<file path="config.mk">
export PLATFORM = sky130hd
export DESIGN_NAME = atm_keypad_entry_flat
export DESIGN_NICKNAME = d
export VERILOG_FILES = /design/src/rtl/atm_keypad_entry_pkg.sv /design/src/rtl/atm_keypad_entry_if.sv /design/src/rtl/atm_keypad_entry_digit_accum.sv /design/src/rtl/atm_keypad_entry.sv /design/src/flat_wrapper.sv
export SDC_FILE = /design/constraint.sdc
export NUM_CORES = 1
export LEC_CHECK = 0
export BUFFER_PORTS_ARGS = -buffer_cell sky130_fd_sc_hd__buf_2
export CAP_MARGIN = 20
export CELL_PAD_IN_SITES_DETAIL_PLACEMENT = 0
export CELL_PAD_IN_SITES_GLOBAL_PLACEMENT = 1
export CORE_ASPECT_RATIO = 1.75
export CORE_MARGIN = 2
export CORE_UTILIZATION = 45
export DETAILED_ROUTE_END_ITERATION = 6
export PLACE_DENSITY_LB_ADDON = 0.1
export SLEW_MARGIN = 20
export SYNTH_ARGS = -nofsm -noshare
export SYNTH_HDL_FRONTEND = slang
export SYNTH_SLANG_ARGS = --single-unit
</file>
<file path="constraint.sdc">
create_clock -name clk -period 5.29 [get_ports clk]
set_clock_uncertainty 0.05 [all_clocks]
set_input_delay 1.058 -clock clk [delete_from_list [all_inputs] [get_ports clk]]
set_output_delay 1.058 -clock clk [all_outputs]
set_load 0.01 [all_outputs]
</file>
<file path="src/rtl/atm_keypad_entry_pkg.sv">
// Shared types and constants for the ATM keypad front-end: entry state
// encoding, key codes and credential field widths.
package atm_pkg;

   typedef enum logic [2:0] {
      ST_IDLE    = 3'd0,
      ST_ACC     = 3'd1,
      ST_PIN     = 3'd2,
      ST_OTP     = 3'd3,
      ST_PRESENT = 3'd4,
      ST_LOCKED  = 3'd5
   } entry_state_e;

   localparam logic [3:0] KEY_ENTER  = 4'hA;
   localparam logic [3:0] KEY_CLEAR  = 4'hB;
   localparam logic [3:0] KEY_CANCEL = 4'hC;

   localparam int ACC_W   = 12;
   localparam int PIN_W   = 4;
   localparam int OTP_W   = 4;
   localparam int ACCUM_W = 14;

   function automatic logic is_digit(input logic [3:0] k);
      return k <= 4'd9;
   endfunction

endpackage

</file>
<file path="src/rtl/atm_keypad_entry_if.sv">
// Keypad/controller bus of atm_keypad_entry. master = keypad and ATM
// controller side, slave = the entry block.
interface atm_keypad_entry_if;
   logic                       key_valid;
   logic [3:0]                 key_code;
   logic                       auth_ok;
   logic                       auth_fail;
   logic [atm_pkg::ACC_W-1:0]  accNumber;
   logic [atm_pkg::PIN_W-1:0]  pin;
   logic [atm_pkg::OTP_W-1:0]  otp;
   logic                       cred_valid;
   logic                       entry_error;
   logic                       locked;
   logic [2:0]                 state_o;

   modport master (
      output key_valid, key_code, auth_ok, auth_fail,
      input  accNumber, pin, otp, cred_valid, entry_error, locked, state_o
   );

   modport slave (
      input  key_valid, key_code, auth_ok, auth_fail,
      output accNumber, pin, otp, cred_valid, entry_error, locked, state_o
   );
endinterface

</file>
<file path="src/rtl/atm_keypad_entry_digit_accum.sv">
// Decimal digit accumulator shared by all credential fields: value*10+d with
// a per-field digit limit. Clear and add in one cycle loads the digit alone.
module atm_digit_accum
   import atm_pkg::*;
#(
   parameter int CNT_W = 4
) (
   input  logic               clk,
   input  logic               rst_n,
   input  logic               i_clr,
   input  logic               i_add,
   input  logic [3:0]         i_digit,
   input  logic [CNT_W-1:0]   i_limit,
   output logic [ACCUM_W-1:0] o_value,
   output logic [CNT_W-1:0]   o_count
);

   localparam logic [ACCUM_W-1:0] TEN = ACCUM_W'(10);

   logic [ACCUM_W-1:0] r_acc;
   logic [CNT_W-1:0]   r_cnt;
   logic [ACCUM_W-1:0] w_base;
   logic [CNT_W-1:0]   w_cnt_base;
   logic [ACCUM_W-1:0] w_mul;

   assign w_base     = i_clr ? '0 : r_acc;
   assign w_cnt_base = i_clr ? '0 : r_cnt;
   assign w_mul      = w_base * TEN;

   always_ff @(posedge clk or negedge rst_n) begin
      if (!rst_n) begin
         r_acc <= '0;
         r_cnt <= '0;
      end else if (i_add && (w_cnt_base < i_limit)) begin
         r_acc <= w_mul + {{(ACCUM_W-4){1'b0}}, i_digit};
         r_cnt <= w_cnt_base + CNT_W'(1);
      end else if (i_clr) begin
         r_acc <= '0;
         r_cnt <= '0;
      end
   end

   assign o_value = r_acc;
   assign o_count = r_cnt;

endmodule

</file>
<file path="src/rtl/atm_keypad_entry.sv">
// Keypad entry FSM: collects account/PIN/OTP digits, presents credentials,
// counts auth failures and locks out. OTP stage built only with ATM_OTP_STAGE_EN.
module atm_keypad_entry
   import atm_pkg::*;
#(
   parameter int MAX_TRIES   = 3,
   parameter int LOCK_CYCLES = 64,
   parameter int ACC_DIGITS  = 4
) (
   input  logic               clk,
   input  logic               rst_n,
   atm_keypad_entry_if.slave  bus
);

   localparam int CNT_W = 4;
   localparam int TW    = $clog2(LOCK_CYCLES);

   entry_state_e        r_state, w_next;
   logic [ACC_W-1:0]    r_acc_num;
   logic [PIN_W-1:0]    r_pin;
   logic                r_cv, r_err;
   logic [2:0]          r_fails;
   logic [TW-1:0]       r_timer;

   logic [ACCUM_W-1:0]  w_val;
   logic [CNT_W-1:0]    w_cnt, w_limit;
   logic [2:0]          w_fail_sum;
   logic w_dig, w_ent, w_clrk, w_can, w_fld_ok;
   logic w_clr, w_add, w_err, w_cv, w_lat_acc, w_lat_pin, w_zero;
   logic w_fail_inc, w_fail_clr, w_tload;

   assign w_dig      = bus.key_valid && is_digit(bus.key_code);
   assign w_ent      = bus.key_valid && (bus.key_code == KEY_ENTER);
   assign w_clrk     = bus.key_valid && (bus.key_code == KEY_CLEAR);
   assign w_can      = bus.key_valid && (bus.key_code == KEY_CANCEL);
   assign w_limit    = (r_state == ST_ACC) ? CNT_W'(ACC_DIGITS) : CNT_W'(2);
   assign w_fld_ok   = (w_cnt != '0) && (w_val <= ACCUM_W'(15));
   assign w_fail_sum = r_fails + 3'd1;

   atm_digit_accum #(.CNT_W(CNT_W)) u_accum (
      .clk     (clk),
      .rst_n   (rst_n),
      .i_clr   (w_clr),
      .i_add   (w_add),
      .i_digit (bus.key_code),
      .i_limit (w_limit),
      .o_value (w_val),
      .o_count (w_cnt)
   );

`ifdef ATM_OTP_STAGE_EN
   logic [OTP_W-1:0] r_otp;
   logic             w_lat_otp;
`endif

   always_comb begin
      w_next     = r_state;
      w_clr      = 1'b0;
      w_add      = 1'b0;
      w_err      = 1'b0;
      w_cv       = 1'b0;
      w_lat_acc  = 1'b0;
      w_lat_pin  = 1'b0;
      w_zero     = 1'b0;
      w_fail_inc = 1'b0;
      w_fail_clr = 1'b0;
      w_tload    = 1'b0;
`ifdef ATM_OTP_STAGE_EN
      w_lat_otp  = 1'b0;
`endif
      case (r_state)
         ST_IDLE: begin
            if (w_dig) begin
               w_clr  = 1'b1;
               w_add  = 1'b1;
               w_next = ST_ACC;
            end
         end
         ST_ACC, ST_PIN, ST_OTP: begin
            if (w_dig) begin
               w_add = 1'b1;
            end else if (w_clrk) begin
               w_clr = 1'b1;
            end else if (w_can) begin
               w_clr  = 1'b1;
               w_zero = 1'b1;
               w_next = ST_IDLE;
            end else if (w_ent) begin
               w_clr = 1'b1;
               if (r_state == ST_ACC) begin
                  if ((w_cnt != '0) && (w_val <= ACCUM_W'(4095))) begin
                     w_lat_acc = 1'b1;
                     w_next    = ST_PIN;
                  end else begin
                     w_err = 1'b1;
                  end
               end else if (!w_fld_ok) begin
                  w_err = 1'b1;
               end else if (r_state == ST_PIN) begin
                  w_lat_pin = 1'b1;
`ifdef ATM_OTP_STAGE_EN
                  w_next    = ST_OTP;
               end else begin
                  w_lat_otp = 1'b1;
                  w_next    = ST_PRESENT;
                  w_cv      = 1'b1;
`else
                  w_next    = ST_PRESENT;
                  w_cv      = 1'b1;
`endif
               end
            end
         end
         ST_PRESENT: begin
            // Leaving PRESENT by any route drops the held credentials.
            if (w_can) begin
               w_zero = 1'b1;
               w_next = ST_IDLE;
            end else if (bus.auth_fail) begin
               w_zero = 1'b1;
               if (w_fail_sum == 3'(MAX_TRIES)) begin
                  w_fail_clr = 1'b1;
                  w_tload    = 1'b1;
                  w_next     = ST_LOCKED;
               end else begin
                  w_fail_inc = 1'b1;
                  w_next     = ST_IDLE;
               end
            end else if (bus.auth_ok) begin
               w_fail_clr = 1'b1;
            end
         end
         ST_LOCKED: begin
            if (r_timer == '0) w_next = ST_IDLE;
         end
         default: w_next = ST_IDLE;
      endcase
   end

   always_ff @(posedge clk or negedge rst_n) begin
      if (!rst_n) begin
         r_state   <= ST_IDLE;
         r_acc_num <= '0;
         r_pin     <= '0;
         r_cv      <= 1'b0;
         r_err     <= 1'b0;
         r_fails   <= '0;
         r_timer   <= '0;
      end else begin
         r_state <= w_next;
         r_cv    <= w_cv;
         r_err   <= w_err;
         if (w_zero) begin
            r_acc_num <= '0;
            r_pin     <= '0;
         end else begin
            if (w_lat_acc) r_acc_num <= w_val[ACC_W-1:0];
            if (w_lat_pin) r_pin     <= w_val[PIN_W-1:0];
         end
         if (w_fail_clr)      r_fails <= '0;
         else if (w_fail_inc) r_fails <= w_fail_sum;
         if (w_tload)                                  r_timer <= TW'(LOCK_CYCLES - 1);
         else if (r_state == ST_LOCKED && r_timer != '0) r_timer <= r_timer - TW'(1);
      end
   end

`ifdef ATM_OTP_STAGE_EN
   always_ff @(posedge clk or negedge rst_n) begin
      if (!rst_n)         r_otp <= '0;
      else if (w_zero)    r_otp <= '0;
      else if (w_lat_otp) r_otp <= w_val[OTP_W-1:0];
   end
   assign bus.otp = r_otp;
`else
   assign bus.otp = '0;
`endif

   assign bus.accNumber   = r_acc_num;
   assign bus.pin         = r_pin;
   assign bus.cred_valid  = r_cv;
   assign bus.entry_error = r_err;
   assign bus.locked      = (r_state == ST_LOCKED);
   assign bus.state_o     = r_state;

endmodule

</file>
<file path="src/flat_wrapper.sv">
// flat-port wrapper written by rule: the top's interface ports become plain ports
module atm_keypad_entry_flat import atm_pkg::*;
#(
   parameter int MAX_TRIES   = 3,
   parameter int LOCK_CYCLES = 64,
   parameter int ACC_DIGITS  = 4
)
  (clk, rst_n, bus_key_valid, bus_key_code, bus_auth_ok, bus_auth_fail, bus_accNumber, bus_pin, bus_otp, bus_cred_valid, bus_entry_error, bus_locked, bus_state_o);
  atm_keypad_entry_if bus_i ();
  input  logic clk;
  input  logic rst_n;
  input wire logic [$bits(bus_i.key_valid)-1:0] bus_key_valid;
  input wire logic [$bits(bus_i.key_code)-1:0] bus_key_code;
  input wire logic [$bits(bus_i.auth_ok)-1:0] bus_auth_ok;
  input wire logic [$bits(bus_i.auth_fail)-1:0] bus_auth_fail;
  output wire logic [$bits(bus_i.accNumber)-1:0] bus_accNumber;
  output wire logic [$bits(bus_i.pin)-1:0] bus_pin;
  output wire logic [$bits(bus_i.otp)-1:0] bus_otp;
  output wire logic [$bits(bus_i.cred_valid)-1:0] bus_cred_valid;
  output wire logic [$bits(bus_i.entry_error)-1:0] bus_entry_error;
  output wire logic [$bits(bus_i.locked)-1:0] bus_locked;
  output wire logic [$bits(bus_i.state_o)-1:0] bus_state_o;
  assign bus_i.key_valid = bus_key_valid;
  assign bus_i.key_code = bus_key_code;
  assign bus_i.auth_ok = bus_auth_ok;
  assign bus_i.auth_fail = bus_auth_fail;
  assign bus_accNumber = bus_i.accNumber;
  assign bus_pin = bus_i.pin;
  assign bus_otp = bus_i.otp;
  assign bus_cred_valid = bus_i.cred_valid;
  assign bus_entry_error = bus_i.entry_error;
  assign bus_locked = bus_i.locked;
  assign bus_state_o = bus_i.state_o;
  atm_keypad_entry #(.MAX_TRIES(MAX_TRIES), .LOCK_CYCLES(LOCK_CYCLES), .ACC_DIGITS(ACC_DIGITS)) u_core (.clk(clk), .rst_n(rst_n), .bus(bus_i));
endmodule
</file>
* After elaboration in Yosys (flattened, before gate mapping)
Cells that the tools add are included. W data, S select, Z words.
Operators by class: $add $sub $neg 4, $mul 1, divide/modulo/power cells 0, magnitude comparators 4, equal/unequal tests 18, shift operators 0, multiplexer cells 75, bitwise logic cells 0, reduce and logical (&&, ||, !) cells 19
Operator list (count):
- $mux W3 | 16
- $mux W1 | 46
- $mux W14 | 2
- $mux W12 | 2
- $mux W4 | 4
- $add A14 B4 Y14 | 1
- $le A14 B12 Y1 const B | 1
- $le A14 B4 Y1 const B | 1
- $mul A14 B3 Y13 const B | 1
- $eq A4 B4 Y1 const B | 3
- $mux W6 | 2
- $pmux W3 S4 | 1
- $eq A3 B2 Y1 const B | 3
- $reduce_and A9 Y1 | 1
- $logic_and A1 B1 Y1 | 8
- $ne A4 B1 Y1 const B | 2
- $reduce_bool A2 Y1 | 4
- $eq A3 B3 Y1 const B | 2
- $logic_not A6 Y1 | 1
- $reduce_bool A6 Y1 | 1
- $sub A6 B1 Y6 const B | 1
- $add A4 B1 Y4 const B | 1
- $le A4 B4 Y1 const B | 1
- $lt A4 B4 Y1 | 1
- 12 further kinds | 15
Storage, ports and cells: register bits after elaboration 48, bits in latches 0, memory bits (writable) 0, memory bits (read-only) 0, input port bits 9, output and inout bits 26, word-level logic and storage cells 130, memories kept 0

* Logic depth before layout (Yosys ltp)
Gate-level depths: netlist (run 1).
word-level depth 11, gate-level depth with buffers 16, gate-level depth less buffers 14

* Modules after synthesis
Synthesis (run 1) repeated with hierarchy kept, for this count alone.
Unflattened totals: cells, all modules 355, area total of the unflattened synthesis 3477.1 um^2
By module, submodules not included:
- atm_digit_accum | instances 1, cells each 190, area each 1820.5 um^2, seq. area each 450.4 um^2
- atm_keypad_entry | instances 1, cells each 165, area each 1656.6 um^2, seq. area each 750.7 um^2

* Least setup slack after synthesis (run 1)
OpenSTA, ideal clock, no wires.
path type input -> register, start point input bus_key_code[0], end point register u_core.u_accum.r_acc[13] (netlist: u_core.u_accum.o_value[13]), library setup time 92 ps, arrival time 4793 ps, data required time 5148 ps, path slack 355 ps, stages on the path 14, path buffers 1, path through or3b_4 > a2111oi_4 > nor2_1 > buf_2 > and2_1 > ha_1 > ha_1 > fa_1 > a211oi_1 > o22ai_1 > nor4_1 > nand4_1 > o211a_1 > o31ai_2
On the way: word-level cells in the longest chain between the ends 11, elaborated cells between the ends (all ways) 22, those cells by class add/sub (1); mul (1); order compare (2); eq/ne (3); mux (10); reduce/logical (5)
RTL lines:
- start: declaration | line flat_wrapper.sv:13 | input wire logic [$bits(bus_i.key_code)-1:0] bus_key_code;
- $eq A4 B4 Y1 | line atm_keypad_entry.sv:33 | assign w_ent = bus.key_valid && (bus.key_code == KEY_ENTER);
- $logic_and A1 B1 Y1 | line atm_keypad_entry.sv:33
- $mux W1 | line atm_keypad_entry.sv:88 | end else if (w_ent) begin
- $mux W1 | line atm_keypad_entry.sv:84 | end else if (w_can) begin
- $mux W1 | line atm_keypad_entry.sv:82 | end else if (w_clrk) begin
- $mux W1 | line atm_keypad_entry.sv:80 | if (w_dig) begin
- $pmux W1 S2 | line atm_keypad_entry.sv:71 | case (r_state)
- $mux W14 / $mux W4 (equally long branches)
- $mul A14 B3 Y13 / $lt A4 B4 Y1 (equally long branches) | line atm_keypad_entry_digit_accum.sv:28, atm_keypad_entry_digit_accum.sv:34
- $add A14 B4 Y14 / $logic_and A1 B1 Y1 (equally long branches) | line atm_keypad_entry_digit_accum.sv:35, atm_keypad_entry_digit_accum.sv:34
- $mux W14 * | line atm_keypad_entry_digit_accum.sv:34 | end else if (i_add && (w_cnt_base < i_limit)) begin
- end signal: assignment | line atm_keypad_entry_digit_accum.sv:35 | r_acc <= w_mul + {{(ACCUM_W-4){1'b0}}, i_digit};
- end: declaration | line atm_keypad_entry_digit_accum.sv:20 | logic [ACCUM_W-1:0] r_acc;
Every way passes the cells marked *; elsewhere a longest branch is shown, timed or not. A chain may end at the register's enable or synchronous reset.

* Worst setup path after layout (run 1)
start point input bus_key_code[2], end point register u_core.u_accum.r_acc[13] (netlist: u_core.u_accum.o_value[13])
Same word-level chain as after synthesis.

==> results.cfg, run 1 <==
[run_status]
status = finished clean

[drt]
vias = 2766
viasPerCell = 5.66
drcViolationCount = 0
antenna_left = 0
first_iter_violations = 161
wl_per_cell_um = 16.6
finalWirelength_mm = 8.10
firstDrtPassIters = 4

[floorplan]
die_h_um = 117
core_um2 = 7180
num_rows = 41
boundaryPins = 35
initial_utilization_pct = 46.0
dieArea_um2 = 8060
die_w_um = 68.7

[clock_tree]
cts_setup_buffers = 0
clock_sinks = 48
cts_hold_buffers = 0
cts_resized = 0
clock_path_buffers = 2
clk_latency_ps = 290
cts_tree = yes
h-tree-depth = 2
clk_pin_slew_worst_paths_ps = 60
cts_buffers = 5
root_buffer = clkbuf_16

[synth]
ys_seq_area_share_pct = 36.4
synth_cell_types = 63
synth_warnings = 0
synth_area_leaders = dfrtp_1 36%, ha_1 9.9%, nand2_1 6.5%, and2_1 3.0%, xnor2_1 2.9%
ys.flop_type = dfrtp_1
synth_seq_cells = 48
netlist_instances = 370
yosys.area.top_type = dfrtp_1
yosysTopAreaCellShare_pct = 36.4
synth-edff-count = 0
syn_area_um2 = 3300
async_flop_share_pct = 100
syn_area_per_cell_um2 = 8.92

[placement]
gp_congestion = 0.881
place_ws_ps = 310
io_buffers = 30
placedCellCount = 481
dp_hpwl_mm = 6.53
place_area_um2 = 3540

[pwr]
p_int_w = 0.00109
combPwrFrac_pct = 50.8
totalPowerFinal_w = 0.00188
power_density_nw_per_um2 = 508
cellLeakagePower_nw = 1.74
power_frac_clock_pct = 18.8
pwr-share-seq_pct = 30.4
netSwitchingPower_w = 0.000796
max-vdd-ir-drop_v = 0.000225
p_sw_share_pct = 42.3

[global_routing]
grt_pass1_vias = 2729
grt_start_max_net_pins = 49
grt_pass1_wl_mm = 13.0
track_usage_pct = 21.9
grt_antenna_before_repair = 0
grt.overflow.total = 0

[critical_path]
r2r.worst_path.cells = 14
path_delay_family = simple AND/OR/NAND/NOR gates
required_ps = 5390
worstReg2RegStart = u_core.bus.state_o[2]
cp_max_fo = 11
cp_num_cells = 15
cp-startpoint = bus_key_code[2]
worstSetupPathType = input port to flop
crit_buf_inv = 2
max_stage_delay_ps = 410
crit_arrival_ps = 4810
slowest_stage = or3b_4
end_kind = flop
cp_common_cell = ha_1
cp_cell_sequence = buf_2, or3b_4, a2111oi_4, nor2_1, and2_1, ha_1, ha_1, fa_1, xor2_1, o2111ai_1, nor4_1, buf_4, nand4_1, a211oi_1, o31ai_2
critPathLaunchType = input port

[timing]
setup_viol = 0
fmax_mhz = 213
fin_crit_sh_pct = 88.9
report.final.slew_viol_count = 0
setup_ws_ps = 585
setup_tns_ps = 0
post-route-min-period_ps = 4710
relSlewSlack_pct = 53.6
tightest_slew_ps = 696
hold_viol_final = 0
rsz0062_at_grt = false

[layout]
drive_gt1_share_pct = 15.4
final_common_cell = nand2_1
fin_nets = 439
postLayoutCellArea_um2 = 3700
instances_no_fill = 489
diodes = 0
final_cell_mix = 57 x nand2_1, 48 x dfrtp_1, 29 x buf_2, 26 x ha_1, 21 x nor2_1
syn2layout_area_growth_pct = 12.2

[job]
max-cap-violations = 0

[hold_path]
hp-class = flop to flop
min_delay_path_depth = 2
min-delay-start = u_core.bus.pin[0]
## flip-flops by register name (all words and copies together) (netlist names)
signal and flops:
u_core.u_accum.o_count 4, u_core.u_accum.o_value 14, u_core.bus.state_o 3, u_core.bus.accNumber 12
u_core.bus.pin 4, u_core.r_timer 6, u_core.bus.cred_valid 1, u_core.r_fails 3
u_core.bus.entry_error 1
## cell usage after synthesis (7+ instances only)
cell     count
xnor2_1     11
o21ai_0     12
and2_1      16
nand2_1     57
nor2_1      21
nand3_1     12
inv_1       16
ha_1        26
nor3_1      10
nor4_1       7
o21ai_1      9
a21oi_1     18
dfrtp_1     48
xor2_1       9
## cell families after synthesis
| logic type | Yosys count | share of synthesized area [%] |
|---|---|---|
| simple gates | 154 | 23.6 |
| buf+inv | 32 | 4.70 |
| other cells | 1 | 0.114 |
| fa+ha+maj | 28 | 11.1 |
| xor+xnor | 20 | 5.31 |
| flops | 48 | 36.4 |
| compound gates | 82 | 17.1 |
| mux | 5 | 1.67 |
## layer usage
metal,GRT usage [%],wire length [um],vias to the layer above
li1,-,-,1378
met1,22.5,3050,1312
met2,39.8,4420,49
met3,3.82,217,27
met4,12.9,405,0
met5,0,0,-
## power by group through the flow
stage	sequential [W]	clock (W)	combinational [W]
2_1_floorplan	0.000548	0	0.000739
3_3_place_gp	0.000576	0	0.000946
3_5_place_dp	0.000579	0	0.000958
4_1_cts	0.000573	0.000362	0.000961
5_1_grt	0.000588	0.000380	0.00108
6_report	0.000572	0.000355	0.000956
## worst reg2reg max path, cell delays in order, from the launching register on
cell	delay [ps]
dfrtp_1	600
and4b_1	270
nor2_1	440
nand2_1	190
inv_1	120
ha_1	230
ha_1	230
fa_1	410
xor2_1	260
o2111ai_1	200
nor4_1	290
buf_4	180
nand4_1	130
a211oi_1	320
o31ai_2	80
## stage by stage
stage	hold WS, ps	utilization [%]
finish	468	51.6
CTS	474	51.6
global route	485	51.6
global placement	443	49.2
floorplan	412	-
detailed placement	462	49.3
## worst paths after layout
kind,to,slack [ps]
hold reg to reg,u_core.bus.pin[0],470
min in group asynchronous,u_core.r_fails[0],730
hold / removal,u_core.bus.pin[0],470
max in group asynchronous,u_core.bus.accNumber[4],4040
setup reg to reg,u_core.u_accum.o_value[13],1130
setup / recovery,u_core.u_accum.o_value[13],580
## cell type report
cell class,count,area (um2)
Tap cell,86,108
Timing Repair Buffer,38,213
Sequential cell,48,1200
Clock buffer,6,129
Fill cell,733,3480
Clock inverter,2,35.0
Multi-Input combinational cell,293,1960
Inverter,16,60.1
No activity file was read; power rests on OpenSTA's default activity.
==> inputs of run 2 (changes only) <==
CORE_UTILIZATION = 49   (was 45)
clock period = 5.5 ns   (was 5.29 ns; I/O delays follow)
==> run 2 against run 1 <==
  * Hold slack lost 5.7 ps
  * Utilization grew 4.3 points
  * Via count shrank 1.4%
  * Clock power shrank 17%
  * Register-to-register slack gained 260 ps
  * Final cell count shrank 1.6%
  * Global-route usage grew 1.0 points
  * First-iteration DRC count shrank 20%
  * Critical endpoint unchanged
  * Largest cell class unchanged
==> results.cfg, run 2 (same netlist as run 1, synthesis figures left out) <==
[run_status]
status = finished clean

[critical_path]
crit_arrival_ps = 4890
end_kind = flop
required_ps = 5650
cp_cell_sequence = buf_2, or3b_4, a2111oi_4, nor2_1, buf_4, and2_1, ha_1, ha_1, a211oi_1, o211ai_1, a211oi_1, nand4_1, o211a_1, o31ai_2
cp-startpoint = bus_key_code[2]
cp_max_fo = 8
max_stage_delay_ps = 550
worstReg2RegStart = u_core.bus.state_o[0]
worstSetupPathType = input port to flop
slowest_stage = a211oi_1
r2r.worst_path.cells = 13
path_delay_family = compound AO/OA/AOI/OAI gates
crit_buf_inv = 2
cp_num_cells = 14
reg2reg_slack_ps = 1390
critPathLaunchType = input port

[timing]
tightest_slew_ps = 744
fmax_mhz = 211
setup_viol = 0
post-route-min-period_ps = 4750
hold_viol_final = 0
report.final.slew_viol_count = 0
rsz0062_at_grt = false
relSlewSlack_pct = 50.4
fin_crit_sh_pct = 86.3
setup_tns_ps = 0

[pwr]
totalPowerFinal_w = 0.00176
power_density_nw_per_um2 = 482
cellLeakagePower_nw = 1.70
max-vdd-ir-drop_v = 0.000268

[layout]
instances_no_fill = 481
final_common_cell = nand2_1
fin_nets = 436
largest_reg_flops = 14
diodes = 0
syn2layout_area_growth_pct = 10.6
drive_gt1_share_pct = 14.8
final_cell_mix = 57 x nand2_1, 48 x dfrtp_1, 29 x buf_2, 26 x ha_1, 21 x nor2_1

[placement]
placedCellCount = 474
io_buffers = 30
dp_hpwl_mm = 6.30
gp_congestion = 0.874

[floorplan]
dieArea_um2 = 7430
die_w_um = 66.0
core_um2 = 6540
num_rows = 39
initial_utilization_pct = 50.5
boundaryPins = 35
die_h_um = 113

[drt]
first_iter_violations = 128
antenna_left = 0
viasPerCell = 5.67
wl_per_cell_um = 16.5
firstDrtPassIters = 4
drcViolationCount = 0
finalWirelength_mm = 7.96
vias = 2726

[global_routing]
grt.overflow.total = 0
track_usage_pct = 22.9
grt_antenna_before_repair = 0
grt_start_max_net_pins = 49
grt_pass1_vias = 2654
grt_pass1_wl_mm = 13.0

[clock_tree]
clk_pin_slew_worst_paths_ps = 60
h-tree-depth = 2
cts_buffers = 5
cts_setup_buffers = 0
cts_tree = yes
cts_hold_buffers = 0
clk_latency_ps = 290
clock_sinks = 48
cts_resized = 0
root_buffer = clkbuf_16
clock_path_buffers = 2

[hold_path]
hp-class = flop to flop
min_delay_path_depth = 2
min-delay-start = u_core.bus.pin[2]

[job]
max-cap-violations = 0
run 2: cell count changes in the layout (fill, tap and decap cells not counted), sizes merged:
| cell | before | now |
|---|---|---|
| buf | 38 | 35 |
| bufinv | 1 | 0 |
| clkbuf | 6 | 5 |
| clkinvlp | 0 | 1 |
run 2: power by group:
part,leakage (nW),switching [W],internal (W)
clock,0.0657,0.000129,0.000165
combinational,1.02,0.000532,0.000382
sequential,0.622,0.000105,0.000446
run 2: tightest hold or removal path: stages (launching register included):
cell and delay [ps]:
dfrtp_1 370, nand2_1 60, a21oi_1 50
run 2: path summary, 6_finish.rpt:
| check | endpoint |
|---|---|
| hold / removal | u_core.bus.pin[2] |
| hold reg to reg | u_core.bus.pin[2] |
| min in group asynchronous | u_core.u_accum.o_value[9] |
| setup reg to reg | u_core.u_accum.o_value[13] |
| setup / recovery | u_core.u_accum.o_value[13] |
| max in group asynchronous | u_core.bus.accNumber[3] |
run 2: per-layer routing:
layer | track usage, % | wire, um | vias up
li1 | - | - | 1369
met1 | 25.1 | 3110 | 1302
met2 | 42.6 | 4410 | 43
met3 | 3.31 | 220 | 12
met4 | 9.39 | 209 | 0
met5 | 0 | 0 | -
run 2: through the flow:
stage | util, % | cell area (um2) | hold slack, ps | worst slack, ps
2_1_floorplan | - | 3310 | 412 | 523
3_3_place_gp | 53.6 | 3510 | 442 | 549
3_5_place_dp | 53.7 | 3510 | 461 | 487
4_1_cts | 55.8 | 3650 | 467 | 762
5_1_grt | 55.8 | 3650 | 482 | 472
6_report | 55.8 | 3650 | 462 | 754
run 2: layout make-up:
class                      instances  area, um2
multi-input combinational        293       1960
timing repair buffer              35        190
clock buffer                       5        125
fill                             635       2890
clock inverter                     2       12.5
sequential                        48       1200
inverter                          16       60.1
tap                               82        103
